File: config.mk
export PLATFORM = sky130hd
export DESIGN_NAME = dsp_post_adder_acc
export DESIGN_NICKNAME = d
export VERILOG_FILES = /design/src/rtl/dsp_post_adder_acc.sv
export SDC_FILE = /design/constraint.sdc
export NUM_CORES = 1
export LEC_CHECK = 0
export ABC_AREA = 1
export ABC_CLOCK_PERIOD_IN_PS = 7700
export CAP_MARGIN = 25
export CORE_UTILIZATION = 46
export DETAILED_ROUTE_END_ITERATION = 10
export PLACE_DENSITY = 0.77
export SKIP_LAST_GASP = 1
export SLEW_MARGIN = 40
export SYNTH_ARGS = -nofsm -noshare
export SYNTH_HDL_FRONTEND = slang
export SYNTH_SLANG_ARGS = --single-unit
export TNS_END_PERCENT = 20
File: constraint.sdc
create_clock -name clk -period 7.7 [get_ports clk]
set_clock_uncertainty 0.05 [all_clocks]
set_input_delay 1.925 -clock clk [delete_from_list [all_inputs] [get_ports clk]]
set_output_delay 1.925 -clock clk [all_outputs]
set_load 0.01 [all_outputs]
File: src/rtl/dsp_post_adder_acc.sv
// dsp_post_adder_acc: post-adder / accumulator stage of the DSP slice.
// Computes Z +/- (X + CIN) under OPMODE control. It owns the P, CYI and
// CARRYOUT registers, and P feeds back into the X and Z muxes to form
// the accumulator.
// Optional feature: define DSP_POST_ADD_OVF_EN to add the signed-overflow
// flag and its `ovf` output port.
module dsp_post_adder_acc #(
  parameter int    PREG        = 1,
  parameter int    CARRYINREG  = 1,
  parameter int    CARRYOUTREG = 1,
  parameter string CARRYINSEL  = "OPMODE5"
) (
  input  logic        clk,
  input  logic        rst,
  input  logic        ce_p,
  input  logic        ce_carryin,
  input  logic [7:0]  opmode,
  input  logic [35:0] m,
  input  logic [47:0] c,
  input  logic [17:0] d,
  input  logic [17:0] a,
  input  logic [17:0] b,
  input  logic [47:0] pcin,
  input  logic        carryin,
  output logic [47:0] p,
  output logic [47:0] pcout,
  output logic        carryout
`ifdef DSP_POST_ADD_OVF_EN
  ,
  output logic        ovf
`endif
);

  localparam bit CIN_FROM_PORT = (CARRYINSEL == "CARRYIN");

  logic [47:0] p_q, p_d;
  logic        co_q, co_d;
  logic        cyi_q, cyi_d;
  logic [47:0] x_mux, z_mux;
  logic        cin;
  logic [48:0] x_cin;
  logic [48:0] result;

  // opmode[4] and opmode[6] belong to the pre-adder; d[17:12] is not part of DAB.
  logic unused_bits;
  assign unused_bits = ^{opmode[6], opmode[4], d[17:12]};

  // X and Z operand selection; X=2 and Z=2 always read the internal P register.
  always_comb begin
    // NOTE: every output of a combinational block gets a default first so no
    // path can leave it unassigned and infer a latch.
    x_mux = '0;
    z_mux = '0;
    unique case (opmode[1:0])
      2'd0: x_mux = '0;
      2'd1: x_mux = {{12{m[35]}}, m};
      2'd2: x_mux = p_q;
      2'd3: x_mux = {d[11:0], a, b};
    endcase
    unique case (opmode[3:2])
      2'd0: z_mux = '0;
      2'd1: z_mux = pcin;
      2'd2: z_mux = p_q;
      2'd3: z_mux = c;
    endcase
  end

  // Carry-in source selection and the 49-bit add/subtract datapath.
  always_comb begin
    cyi_d  = CIN_FROM_PORT ? carryin : opmode[5];
    cin    = (CARRYINREG != 0) ? cyi_q : cyi_d;
    x_cin  = {1'b0, x_mux} + 49'(cin);
    result = opmode[7] ? ({1'b0, z_mux} - x_cin) : ({1'b0, z_mux} + x_cin);
    p_d    = result[47:0];
    co_d   = result[48];
  end

  // P and CARRYOUT registers: async clear, load on ce_p.
  always_ff @(posedge clk or posedge rst) begin
    if (rst) begin
      // NOTE: sequential state uses non-blocking assignments so every register
      // samples pre-edge values regardless of process ordering.
      p_q  <= '0;
      co_q <= 1'b0;
    end else if (ce_p) begin
      p_q  <= p_d;
      co_q <= co_d;
    end
  end

  // CYI register: async clear, load on ce_carryin independently of ce_p.
  always_ff @(posedge clk or posedge rst) begin
    if (rst) cyi_q <= 1'b0;
    else if (ce_carryin) cyi_q <= cyi_d;
  end

  assign p        = (PREG != 0) ? p_q : p_d;
  assign pcout    = p;
  assign carryout = (CARRYOUTREG != 0) ? co_q : co_d;

`ifdef DSP_POST_ADD_OVF_EN
  logic [47:0] xc;
  logic        ovf_q, ovf_d;

  // Signed overflow of Z +/- (X+CIN) taken as 48-bit two's complement values.
  always_comb begin
    xc = x_cin[47:0];
    if (opmode[7]) ovf_d = (z_mux[47] != xc[47]) && (result[47] != z_mux[47]);
    else           ovf_d = (z_mux[47] == xc[47]) && (result[47] != z_mux[47]);
  end

  // Overflow register: tracks P, not sticky.
  always_ff @(posedge clk or posedge rst) begin
    if (rst) ovf_q <= 1'b0;
    else if (ce_p) ovf_q <= ovf_d;
  end

  assign ovf = (PREG != 0) ? ovf_q : ovf_d;
`endif

endmodule

Yosys cells after proc, flatten, opt, wreduce, memory -nomap -nowiden
Index checks and enable logic that the tools add are counted.
{"block": "word_totals", "reg_bits": 50, "in_bits": 199, "output_inout_bits": 97, "elab_cells": 17}
{"block": "classes", "add_sub_neg": 3, "n_eq_ne": 6, "n_mux": 3, "n_reduce_logical": 2}
{"cell": "$pmux 48 s4", "n": 2}
{"cell": "$add 48x1->49", "n": 1}
{"cell": "$add 48x49->49", "n": 1}
{"cell": "$mux 49", "n": 1}
{"cell": "$sub 48x49->49", "n": 1}
{"cell": "$eq 2x2->1 const B", "n": 4}
{"cell": "$eq 2x1->1 const B", "n": 2}
{"cell": "$logic_not 2->1", "n": 2}

Depth between registers and ports, before layout
Gate-level depths: netlist (run 1).
{"block": "depth", "word_depth": 5, "mapped_depth": 37, "mapped_depth_nobuf": 35}

Least setup slack after synthesis (run 1)
Ideal clock, no wire load.
{"block": "synth_path", "path_kind": "input-to-reg", "from": "input opmode[1]", "to": "register p_q[42], in the netlist p[42]", "setup_time_ns": 0.134, "arrival_ns": 6.083, "t_required_ns": 7.516, "path_slack_ns": 1.433, "cell_stages": 33, "path_cell_list": "buf_6 -> buf_8 -> nor2_4 -> nand2_1 -> nand3_1 -> ha_1 -> ha_1 -> nand2_1 -> nor2_4 -> nand2_4 -> nor2_2 -> nand2_1 -> nand2_1 -> nand3_1 -> nor3_2 -> inv_1 -> nor3_2 -> inv_1 -> o21ai_0 -> xnor2_1 -> ha_1 -> a21oi_1 -> inv_1 -> a31oi_1 -> o21ai_0 -> o21bai_1 -> a21oi_1 -> inv_1 -> nand4_1 -> nand2_1 -> or2_2 -> nand3_1 -> o21ai_0"}
{"block": "synth_between", "elab_chain_cells": 5, "word_cells_on_any_way": 9, "cone_classes": "add/sub (3); eq/ne (3); mux (2); reduce/logical (1)"}
{"element": "start, declared", "line_no": "17", "rtl": "input logic [7:0] opmode,"}
{"element": "$eq 2x2->1, or another cell as far along", "line_no": "54", "rtl": "unique case (opmode[1:0])"}
{"element": "$pmux 48 s4 *", "line_no": "54"}
{"element": "$add 48x1->49 *", "line_no": "72", "rtl": "x_cin = {1'b0, x_mux} + 49'(cin);"}
{"element": "$add 48x49->49 / $sub 48x49->49 (equally long branches)", "line_no": "73", "rtl": "result = opmode[7] ? ({1'b0, z_mux} - x_cin) : ({1'b0, z_mux} + x_cin);"}
{"element": "$mux 49 *", "line_no": "73"}
{"element": "end signal, assigned", "line_no": "86", "rtl": "p_q <= p_d;"}
{"element": "end, declared", "line_no": "36", "rtl": "logic [47:0] p_q, p_d;"}
Mark *: on every way between the ends. The rest lies on a longest branch, timed or not.
A chain may end at the register's enable or synchronous reset.

Worst setup path in the final report (run 1)
{"block": "layout_path", "from": "input opmode[0]", "to": "register p_q[46], in the netlist p[46]"}
Same word-level chain as after synthesis.

==> results of run 1 <==
## area by class of cell
class,instances,area [um2]
clock buffers,7,143
clock inverters,1,5.00
fillers,2304,9010
inverters,177,667
multi-input cells,1500,8020
flip-flops and latches,50,1250
well taps,285,357
repair buffers,339,3260
## logic make-up (layout without fill, tap and decap cells)
| logic type | count (synthesis) | after routing | synth area share |
|---|---|---|---|
| AO/OA/AOI/OAI | 228 | 228 | 0.122 |
| XOR/XNOR | 76 | 76 | 0.0630 |
| adder cells (fa/ha/maj) | 52 | 52 | 0.0616 |
| buffers and inverters | 286 | 524 | 0.134 |
| flip-flops | 50 | 50 | 0.117 |
| multiplexers | 1 | 1 | 0.00105 |
| AND/OR/NAND/NOR | 1143 | 1143 | 0.502 |
## metal layers
layer | part of all wire | global-route usage | vias up
met5 | 0 | 0 | -
met3 | 0.074 | 0.0261 | 60
met2 | 0.44 | 0.609 | 561
li1 | - | - | 6515
met4 | 0.033 | 0.126 | 0
met1 | 0.45 | 0.524 | 6156
## stage by stage
step / hold WS (ns) / instance area, um2 / worst slack, ns / instances / power [mW]
global placement: 0.423 / 13500 / 0.633 / 2351 / 2.95
finish: 0.476 / 13700 / 0.689 / 2359 / 3.27
floorplan: 0.437 / 10700 / 1.43 / 1836 / 1.97
CTS: 0.471 / 13700 / 0.773 / 2359 / 3.22
global route: 0.493 / 13700 / 0.139 / 2359 / 3.48
detailed placement: 0.447 / 13500 / 0.482 / 2351 / 2.97
## report_power, final
group | leakage (nW) | internal, mW | total, mW | switching (mW)
Clock | 0.0739 | 0.130 | 0.240 | 0.110
Sequential | 0.604 | 0.379 | 0.694 | 0.315
Combinational | 5.51 | 1.03 | 2.34 | 1.31
## placed cells by master (no fill, tap or decap), types with 4 or more instances in the layout
| cell | instances |
|---|---|
| a21boi_0 | 4 |
| a21oi_1 | 68 |
| a31oi_1 | 24 |
| buf_4 | 52 |
| clkbuf_16 | 5 |
| clkdlybuf4s50_1 | 283 |
| dfrtp_1 | 50 |
| ha_1 | 51 |
| inv_1 | 162 |
| inv_2 | 14 |
| nand2_1 | 520 |
| nand2_2 | 16 |
| nand3_1 | 281 |
| nand3_2 | 40 |
| nand3b_1 | 10 |
| nand4_1 | 30 |
| nor2_1 | 165 |
| nor2_2 | 34 |
| nor2_4 | 11 |
| nor3_1 | 11 |
| o211ai_1 | 13 |
| o21ai_0 | 84 |
| o21ai_1 | 7 |
| o21bai_1 | 6 |
| or2_2 | 8 |
| xnor2_1 | 36 |
| xor2_1 | 39 |
## worst reg2reg max path, delay by kind of cell, from the launching register on
kind / cells / cell delay, ns
buffers and inverters: 2 / 0.14
adder cells (fa/ha/maj): 3 / 0.93
XOR/XNOR: 1 / 0.12
flip-flops: 1 / 0.45
AO/OA/AOI/OAI: 6 / 1.14
AND/OR/NAND/NOR: 18 / 2.34
## how the worst max path moves through the flow
stage / endpoint / start
final: p[46] / opmode[0]
after CTS: p[46] / opmode[0]
after global routing: p[46] / opmode[0]
after global placement: p[46] / opmode[0]
after floorplan: p[42] / opmode[1]
after detailed placement: p[46] / opmode[0]
## flip-flops by register name, indices dropped and copies added (netlist names)
register / flops
p: 48
carryout: 1
cin: 1
==> impl_metrics.py, run 1 <==
metrics = {
    "outcome": {
        "status": "finished, final reports clean",
    },
    "power": {
        "peakVddDrop_mv": 0.199,
        "pwr_density_cell_nw_per_um2": 239,
        "power.leakage_nw": 6.19,
    },
    "run": {
        "cap_viol_max_count": 0,
    },
    "worst_setup_path": {
        "path_class": "primary input to register",
        "cp_num_cells": 32,
        "critPathArrivalTime_ns": 7.13,
        "crit_required_ns": 7.82,
        "r2r_cells": 30,
        "cp_slowest_stage_delay_ns": 0.44,
        "cpMostUsedCell": "nand2_1",
        "critPathMaxFanout": 49,
        "startpoint_type": "primary input",
        "regToRegStartpoint": "p[0]",
        "worst-r2r-setup-slack_ns": 2.41,
        "cp_num_buf_inv": 5,
        "crit_family": "simple AND/OR/NAND/NOR gates",
        "end_kind": "register",
        "reg2reg_to": "p[46]",
        "crit_path_top_delay_cell": "buf_4",
    },
    "floorplan": {
        "dieArea_um2": 23900,
        "die_w_um": 154,
        "core_um2": 22700,
        "start_util": 0.471,
        "io_pins": 296,
        "fp-row-count": 55,
        "die_y_um": 154,
    },
    "synthesis": {
        "synthTopCellsByArea": "nand2_1 18%, nand3_1 13%, dfrtp_1 12%",
        "ys.flop_type": "dfrtp_1",
        "avgSynthCellArea_um2": 5.82,
        "synth_most_common_cell": "nand2_1",
        "netlist_top_cells_count": "520 x nand2_1, 281 x nand3_1, 166 x nor2_1",
        "synth_fp_nets": 2087,
        "ys_ff_latch": 50,
        "synth_seq_area_share": 0.117,
        "synth_edf_count": 0,
        "yosys.area.top_type_share": 0.183,
        "async_reset_ff_frac": 1.00,
        "synth.cell_area_um2": 10700,
        "syn_inst": 1836,
        "yosysWarningCount": 0,
        "synth_area_leader_cell": "nand2_1",
        "ys_types": 55,
    },
    "sta": {
        "worst_pin_slew_ns": 0.743,
        "setup_violations": 0,
        "fmax_mhz": 143,
        "relSlewSlack": 0.505,
        "fin_setup_tns_ns": 0,
        "fin_crit_sh": 0.910,
        "slew_viol_final": 0,
        "rsz0062_at_grt": "false",
        "hold_viol": 0,
        "final.min_clock_period_ns": 7.01,
    },
    "layout": {
        "utilization": 0.603,
        "nets": 2324,
        "drive_above_1_share": 0.0984,
        "syn_to_final_growth_pct": 28.1,
        "diodes": 0,
    },
    "route": {
        "drt_iter0_markers": 1210,
        "drtAntennaViolNets": 0,
        "drc_errors": 0,
        "avgViaCountPerCell": 5.63,
        "avgRoutedWirePerCell_um": 19.3,
        "drtPass1Iterations": 6,
        "wl_mm": 45.5,
        "vias": 13300,
    },
    "placement": {
        "dp_hpwl_mm": 38.4,
        "io_buffers": 286,
        "gp_congestion": 1.00,
    },
    "clocking": {
        "htree_levels": 2,
        "numCtsBuffers": 5,
        "cts.sinks": 50,
        "post_cts.resized_instances": 0,
        "cts_root_buffer": "clkbuf_16",
        "cts_tree": "built",
        "post_cts_buffers": 0,
        "clock_latency_ns": 0.30,
        "clk_pin_slew_worst_paths_ns": 0.08,
        "cts_hold_buf": 0,
        "clk_path_buf_depth": 2,
    },
    "hold_path": {
        "hold_path_class": "register to register",
        "holdPathStages": 2,
        "worstHoldStart": "carryout",
        "whs_endpoint": "carryout",
    },
    "global_route": {
        "antenna_found_initial": 0,
        "grt_start_max_net_pins": 80,
        "globalRouteTotalUtil": 0.375,
        "grt_first_pass_wirelength_mm": 68.6,
        "grt_pass1_vias": 12300,
        "overflow": 0,
    },
}
Power figures use the tool's default switching activity.
==> run 2: changes to the inputs <==
--- a/config.mk
+++ b/config.mk
@@ -10,6 +10,7 @@
 export CAP_MARGIN = 25
 export CORE_UTILIZATION = 46
 export DETAILED_ROUTE_END_ITERATION = 10
+export HOLD_SLACK_MARGIN = 0.05
 export PLACE_DENSITY = 0.77
 export SKIP_LAST_GASP = 1
 export SLEW_MARGIN = 40
==> results of run 2 <==
Final layout, timing and power as in run 1 (identical DEF).
==> run 3: changes to the inputs <==
--- a/config.mk
+++ b/config.mk
@@ -6,12 +6,13 @@
 export NUM_CORES = 1
 export LEC_CHECK = 0
 export ABC_AREA = 1
-export ABC_CLOCK_PERIOD_IN_PS = 7700
+export ABC_CLOCK_PERIOD_IN_PS = 6400
 export CAP_MARGIN = 25
 export CORE_UTILIZATION = 46
+export CTS_CLUSTER_SIZE = 8
 export DETAILED_ROUTE_END_ITERATION = 10
 export HOLD_SLACK_MARGIN = 0.05
-export PLACE_DENSITY = 0.77
+export PLACE_DENSITY = 0.8
 export SKIP_LAST_GASP = 1
 export SLEW_MARGIN = 40
 export SYNTH_ARGS = -nofsm -noshare
==> constraint.sdc (replaced) <==
create_clock -name clk -period 6.4 [get_ports clk]
set_clock_uncertainty 0.05 [all_clocks]
set_input_delay 1.6 -clock clk [delete_from_list [all_inputs] [get_ports clk]]
set_output_delay 1.6 -clock clk [all_outputs]
set_load 0.01 [all_outputs]
==> impl_metrics.py, run 3 (synthesized netlist as in run 1, its figures left out) <==
metrics = {
    "layout": {
        "final_area_um2": 15200,
        "final_common_cell": "nand2_1",
        "largest_reg_flops": 48,
        "syn_to_final_growth_pct": 42.0,
        "seq_area_um2": 1250,
        "multiInputGateArea_um2": 8230,
        "fillers": 2129,
        "nets": 2490,
        "drive_above_1_share": 0.181,
        "final_cell_mix": "516 x nand2_1, 283 x clkdlybuf4s50_1, 277 x nand3_1, 215 x buf_4, 162 x nor2_1",
    },
    "route": {
        "drtAntennaViolNets": 0,
        "wl_mm": 47.3,
        "drtPass1Iterations": 6,
        "avgViaCountPerCell": 5.58,
        "drc_errors": 0,
        "drt_iter0_markers": 1449,
        "vias": 14100,
        "avgRoutedWirePerCell_um": 18.7,
    },
    "global_route": {
        "antenna_found_initial": 0,
        "grt_start_max_net_pins": 51,
        "grt_pass1_vias": 13100,
        "grt_first_pass_wirelength_mm": 71.2,
        "globalRouteTotalUtil": 0.386,
        "overflow": 0,
    },
    "worst_setup_path": {
        "crit_required_ns": 6.54,
        "crit_path_top_delay_cell": "clkdlybuf4s50_1",
        "cp_slowest_stage_delay_ns": 0.41,
        "path_class": "primary input to register",
        "critPathMaxFanout": 5,
        "cpMostUsedCell": "nand2_1",
        "startpoint_type": "primary input",
        "end_kind": "register",
        "critPathArrivalTime_ns": 6.31,
    },
    "clocking": {
        "cts.sinks": 50,
        "clock_latency_ns": 0.30,
        "cts_hold_buf": 0,
        "numCtsBuffers": 5,
        "cts_root_buffer": "clkbuf_16",
        "cts_tree": "built",
        "clk_path_buf_depth": 2,
        "htree_levels": 2,
        "clk_pin_slew_worst_paths_ns": 0.07,
    },
    "placement": {
        "gp_congestion": 1.04,
        "pre_cts_ws_ns": -0.195,
        "io_buffers": 286,
        "place_area_um2": 14800,
        "dp_hpwl_mm": 39.5,
    },
    "power": {
        "p_comb_frac": 0.737,
        "switching_share": 0.509,
        "power.leakage_nw": 7.05,
        "clockPowerShare": 0.066,
        "p_int_mw": 2.12,
        "peakVddDrop_mv": 0.245,
        "pwr_density_cell_nw_per_um2": 285,
        "p_sw_mw": 2.20,
        "seqPwrFrac": 0.197,
    },
    "floorplan": {
        "die_y_um": 154,
        "die_w_um": 154,
        "core_um2": 22700,
        "start_util": 0.471,
        "fp-row-count": 55,
        "dieArea_um2": 23900,
        "io_pins": 296,
    },
    "outcome": {
        "status": "finished, final reports clean",
    },
    "sta": {
        "rsz0062_at_grt": "true",
        "fin_crit_sh": 0.964,
        "fin_ws_ns": 0.230,
        "worst_pin_slew_ns": 0.725,
        "relSlewSlack": 0.517,
        "final.min_clock_period_ns": 6.17,
        "hold_viol": 0,
        "setup_violations": 0,
        "fin_setup_tns_ns": 0,
        "fmax_mhz": 162,
        "slew_viol_final": 0,
    },
    "run": {
        "cap_viol_max_count": 0,
    },
    "hold_path": {
        "hold_path_class": "register to register",
    },
}
[run 3: cell count changes in the layout (fill, tap and decap cells not counted), sizes merged]
| cell | previous run | this run |
|---|---|---|
| buf | 56 | 222 |
| diode | 0 | 1 |
[run 3: power groups by stage]
| stage | Clock [mW] | Combinational [mW] | Sequential (mW) |
|---|---|---|---|
| after floorplan | 0 | 1.69 | 0.683 |
| after global placement | 0 | 3.00 | 0.836 |
| after CTS | 0.286 | 3.07 | 0.826 |
| final | 0.283 | 3.19 | 0.852 |
| after global routing | 0.295 | 3.45 | 0.853 |
| after detailed placement | 0 | 3.05 | 0.831 |
[run 3: through the flow]
step	power (mW)	std cells	util	hold WS, ns
2_1_floorplan	2.37	1836	-	0.437
3_3_place_gp	3.84	2513	0.651	0.421
3_5_place_dp	3.88	2513	0.651	0.425
4_1_cts	4.18	2521	0.657	0.442
5_1_grt	4.60	2525	0.668	0.475
6_report	4.32	2526	0.668	0.442
[run 3: cell type report]
type                    instances  share of cell area
multi-input cells            1500               0.542
repair buffers                505               0.298
flip-flops and latches         50              0.0824
inverters                     177              0.0439
well taps                     285              0.0235
clock buffers                   7             0.00940
clock inverters                 1            0.000330
diodes                          1            0.000165
[run 3: path summary, 6_finish.rpt]
check / startpoint / to / slack (ns) / depth (start not counted)
max in group asynchronous: rst / p[40] / 4.04 / 3
hold reg to reg: carryout / carryout / 0.44 / 2
min in group asynchronous: rst / p[12] / 1.76 / 3
hold / removal: carryout / carryout / 0.44 / 2
setup reg to reg: p[0] / carryout / 1.51 / 33
setup / recovery: m[0] / carryout / 0.23 / 34
[run 3: timing repair]
item,CTS,global route
endpoints found under the setup margin,0,26
gates resized for setup,0,53
hold endpoints to repair,0,0
buffers inserted,0,4
[run 3: critical path: cells and delay by family]
kind / cells / cell delay [ns]
AO/OA/AOI/OAI: 3 / 0.46
adder cells (fa/ha/maj): 3 / 0.76
AND/OR/NAND/NOR: 19 / 2.14
XOR/XNOR: 1 / 0.10
buffers and inverters: 8 / 1.25
[run 3: per-layer routing]
metal,vias up,share of wire,global-route usage
met1,6523,0.44,0.530
met4,0,0.041,0.154
met3,83,0.079,0.0403
li1,6844,-,-
met2,635,0.44,0.617
met5,-,0,0
